[config.mk]
export PLATFORM = sky130hd
export DESIGN_NAME = array_multiplier
export DESIGN_NICKNAME = d
export VERILOG_FILES = /design/src/rtl/array_multiplier.sv
export SDC_FILE = /design/constraint.sdc
export NUM_CORES = 1
export LEC_CHECK = 0
export BUFFER_PORTS_ARGS = -buffer_cell sky130_fd_sc_hd__buf_4
export CORE_MARGIN = 4
export CORE_UTILIZATION = 45
export DETAILED_ROUTE_END_ITERATION = 16
export PLACE_DENSITY = 0.7
export SYNTH_ARGS = -nofsm -noshare
export SYNTH_HDL_FRONTEND = slang
export SYNTH_SLANG_ARGS = --single-unit
[constraint.sdc]
create_clock -name clk -period 7.5 [get_ports clk]
set_input_delay 1.5 -clock clk [delete_from_list [all_inputs] [get_ports clk]]
set_output_delay 1.5 -clock clk [all_outputs]
set_load 0.03 [all_outputs]
[src/rtl/array_multiplier.sv]
// Registered unsigned carry-save array multiplier: operand registers, an explicit
// HA/FA reduction array with a ripple-carry final row, and a product register.

module ha_cell (
  input  logic x,
  input  logic y,
  output logic s,
  output logic c
);
  assign s = x ^ y;
  assign c = x & y;
endmodule

module fa_cell (
  input  logic x,
  input  logic y,
  input  logic z,
  output logic s,
  output logic c
);
  assign s = x ^ y ^ z;
  assign c = (x & y) | (x & z) | (y & z);
endmodule

module array_multiplier #(
  parameter int WIDTH = 8
) (
  input  logic                 clk,
  input  logic                 rst_n,
  input  logic [WIDTH-1:0]     a,
  input  logic [WIDTH-1:0]     b,
  input  logic                 ena,
  input  logic                 enb,
  output logic [2*WIDTH-1:0]   p
);

  logic [WIDTH-1:0]   a_r;
  logic [WIDTH-1:0]   b_r;
  logic [2*WIDTH-1:0] p_r;
  logic [2*WIDTH-1:0] prod;

  // pp[i][j] has weight i+j; s_row[i][j] has weight i+j, c_row[i][j] has weight i+j+1.
  logic [WIDTH-1:0] pp    [WIDTH];
  logic [WIDTH-1:0] s_row [WIDTH];
  logic [WIDTH-1:0] c_row [1:WIDTH-1];
  logic [WIDTH-2:0] fc;

  always_ff @(posedge clk or negedge rst_n) begin
    if (!rst_n) begin
      a_r <= '0;
      b_r <= '0;
      p_r <= '0;
    end else begin
      if (ena) a_r <= a;
      if (enb) b_r <= b;
      p_r <= prod;
    end
  end

  assign p = p_r;

  genvar gi, gj;
  generate
    for (gi = 0; gi < WIDTH; gi++) begin : g_pp_row
      for (gj = 0; gj < WIDTH; gj++) begin : g_pp_col
        assign pp[gi][gj] = a_r[gj] & b_r[gi];
      end
    end

    assign s_row[0] = pp[0];

    // Each row adds pp[i][j], the previous row's sum shifted down one, and the
    // previous row's carry; cells whose third input is known zero become HAs.
    for (gi = 1; gi < WIDTH; gi++) begin : g_row
      for (gj = 0; gj < WIDTH; gj++) begin : g_cell
        if (gi == 1 && gj < WIDTH-1) begin : g_ha_top
          ha_cell u_ha (
            .x(pp[gi][gj]),
            .y(s_row[gi-1][gj+1]),
            .s(s_row[gi][gj]),
            .c(c_row[gi][gj])
          );
        end else if (gi == 1) begin : g_pass
          assign s_row[gi][gj] = pp[gi][gj];
          assign c_row[gi][gj] = 1'b0;
        end else if (gj < WIDTH-1) begin : g_fa
          fa_cell u_fa (
            .x(pp[gi][gj]),
            .y(s_row[gi-1][gj+1]),
            .z(c_row[gi-1][gj]),
            .s(s_row[gi][gj]),
            .c(c_row[gi][gj])
          );
        end else begin : g_ha_edge
          ha_cell u_ha (
            .x(pp[gi][gj]),
            .y(c_row[gi-1][gj]),
            .s(s_row[gi][gj]),
            .c(c_row[gi][gj])
          );
        end
      end
    end

    for (gi = 0; gi < WIDTH; gi++) begin : g_low_bits
      assign prod[gi] = s_row[gi][0];
    end

    // Final ripple-carry row for weights WIDTH..2*WIDTH-1. The product never
    // exceeds 2*WIDTH bits, so the top position needs no carry out.
    for (gi = 0; gi < WIDTH; gi++) begin : g_final
      if (gi == 0) begin : g_ha
        ha_cell u_ha (
          .x(s_row[WIDTH-1][1]),
          .y(c_row[WIDTH-1][0]),
          .s(prod[WIDTH]),
          .c(fc[0])
        );
      end else if (gi < WIDTH-1) begin : g_fa
        fa_cell u_fa (
          .x(s_row[WIDTH-1][gi+1]),
          .y(c_row[WIDTH-1][gi]),
          .z(fc[gi-1]),
          .s(prod[WIDTH+gi]),
          .c(fc[gi])
        );
      end else begin : g_top
        assign prod[2*WIDTH-1] = c_row[WIDTH-1][gi] ^ fc[gi-1];
      end
    end
  endgenerate

endmodule

==> reports/qor.txt <==
Max-cap violation count - 0
Setup violators final - 0
PortBufs - 35
Area Overhead vs Synth - 15.4%
Kind of critical path - flop to flop
Post-CTS Setup Repair Bufs - 0
Crit path from - a_r[7]$_DFFE_PN0P_
DRC violations left - 0
Setup TNS - 0 ns
Distinct cells, synth - 9
Worst-path clk slew - 0.06 ns
CP max FO - 9
Worst path top cell family by delay - adder cells
Multi-input gate area - 0.00165 sq mm
Core area - 0.00561 sq mm
Worst Tran Pin Value - 0.386 ns
Post-CTS Hold Buffers - 0
Crit. End Element - flop
Pwr Total - 1.01 mW
CTS tree - yes
Avg WL per Cell - 12.0 um
Post-route ant nets - 0
CTS root buffer - clkbuf_8
Slowest stage delay, CP - 0.54 ns
R2R cell count - 19
Gr ovfl total - 0
Initial antenna violation count - 0
# IOs - 36
Crit-path most repeated cell - fa_1
Leakage - 1.53 nW
Vias - 1504
Initial core utilization - 47.0%
Drt total wl - 3.84 mm
H-tree depth - 2
R2r setup slk - 0.76 ns
Drt first pass iters - 2
WP data required - 7.66 ns
Skew-Pair Late Insertion Delay - 0.28 ns
Crit Reg-Reg Endpoint - p[14]$_DFF_PN0_
HP Start - b_r[0]$_DFFE_PN0P_
Critical path launch point type - flop
Final Skew - 0.00472 ns
Largest buffer count on any clock path - 2
Pwr Density - 333 mW/mm^2
N_diodes - 0
R2R Path Start - a_r[7]$_DFFE_PN0P_
Vias in the first global route - 1704
Final hold vios - 0
Die Area - 0.00714 sq mm
Hpwl dp - 3.19 mm
Fin nets - 323
Fmax - 148 MHz
RSZ-0062 raised after global routing - false
Period utilization - 89.9%
Post-Syn Nets - 287
Slew margin rel. - 74.3%
Crit path max-delay cell type - fa_1
Final hold slack - 0.633 ns
FF+latch area - 801 sq um
Initial detailed-routing violation count - 18
Hold path depth - 1
Final Max Tran Viols - 0
Rows - 27
Num CTS Buffers - 5
Peak supply drop - 0.152 mV
Vias/cell - 4.71
Post-CTS resize count - 0
Die Wd - 84.5 um
Register area share after synthesis - 30.4%
HP Class - flop to flop
Fillers - 519
Netlist Area Pre-Place - 0.00263 sq mm
DIE HEIGHT - 84.5 um
First-pass GRT wire length - 7.27 mm
Cells after Synth - 211
Tmin final - 6.74 ns
Worst Hold Endpoint - p[0]$_DFF_PN0_
Status - finished, final reports clean
YS warnings - 0
GP Congestion - 0.755
Share of layout cells above drive strength 1 - 23.5%
TritonCTS sink count - 32
GRT Util Overall - 12.8%
Post-synthesis register bit count - 32
CP bufs+invs - 4
CP Cell Sequence - and2_1, ha_1, inv_1, fa_1, inv_1, fa_1, fa_1, fa_1, inv_1, fa_1, fa_1, inv_1, ha_1, fa_1, fa_1, fa_1, fa_1, fa_1, fa_1
Largest net degree at the start of global routing - 33
Syn Area/Cell - 12.5 sq um
Arr. time, crit path - 6.90 ns
synth_stat cells (all sizes together):
| library cell | count | area share (%) |
|---|---|---|
| fa | 48 | 36 |
| and2 | 44 | 10 |
| inv | 37 | 5.3 |
| dfrtp | 32 | 30 |
| nand2 | 20 | 2.9 |
| mux2 | 16 | 9.1 |
| ha | 8 | 3.8 |
| clkbuf | 4 | 0.76 |
| buf | 2 | 0.86 |
logic make-up (layout without fill, tap and decap cells):
kind of cell  Yosys count  count (layout)  share of synthesized area [%]
mux                    16              16                           9.12
flops                  32              32                           30.4
fa+ha+maj              56              56                           40.3
buf+inv                43              79                           6.89
simple gates           64              64                           13.3
metal layers:
metal / global-route usage [%] / part of all wire [%] / vias to the layer above
li1: - / - / 686
met1: 13.6 / 40 / 780
met2: 23.7 / 53 / 29
met3: 3.93 / 5.5 / 9
met4: 4.75 / 1.6 / 0
met5: 0 / 0 / -
cells in the final DEF, fill, tap and decap left out:
cell and count:
and2_1 44, nand2_1 20, fa_1 48, dfrtp_1 32, mux2_4 16, ha_1 8, clkbuf_8 7, buf_4 35
inv_1 37
sequential cells by signal (all words and copies together), names as in the netlist:
| register | cells |
|---|---|
| a_r | 8 |
| b_r | 8 |
| p | 16 |
worst max-delay path by stage:
stage / endpoint / slack, ns / cells after the start
after floorplan: p[14]$_DFF_PN0_ / 0.93 / 20
after global placement: p[14]$_DFF_PN0_ / 0.81 / 19
after detailed placement: p[14]$_DFF_PN0_ / 0.71 / 19
after CTS: p[14]$_DFF_PN0_ / 0.68 / 19
after global routing: p[14]$_DFF_PN0_ / 0.49 / 19
final: p[14]$_DFF_PN0_ / 0.76 / 19
layout make-up:
class / count / area share, %
clock buffer: 7 / 3.17
inverter: 37 / 4.57
multi-input combinational: 136 / 54.3
sequential: 32 / 26.3
tap: 72 / 2.96
timing repair buffer: 35 / 8.64
through the flow:
step                      setup WS [ns]  utilization [%]  area [sq um]  cells
after floorplan                   0.925                -          2630    211
after global placement            0.811             52.5          2940    312
after detailed placement          0.707             52.5          2940    312
after CTS                         0.685             54.2          3040    319
after global routing              0.485             54.2          3040    319
final                             0.758             54.2          3040    319
power by group:
| part | internal (mW) | total (mW) | switching, mW |
|---|---|---|---|
| clock | 0.0816 | 0.141 | 0.0595 |
| sequential | 0.233 | 0.261 | 0.0280 |
| combinational | 0.269 | 0.610 | 0.341 |
Note: power is estimated with default switching activity, not from simulation.
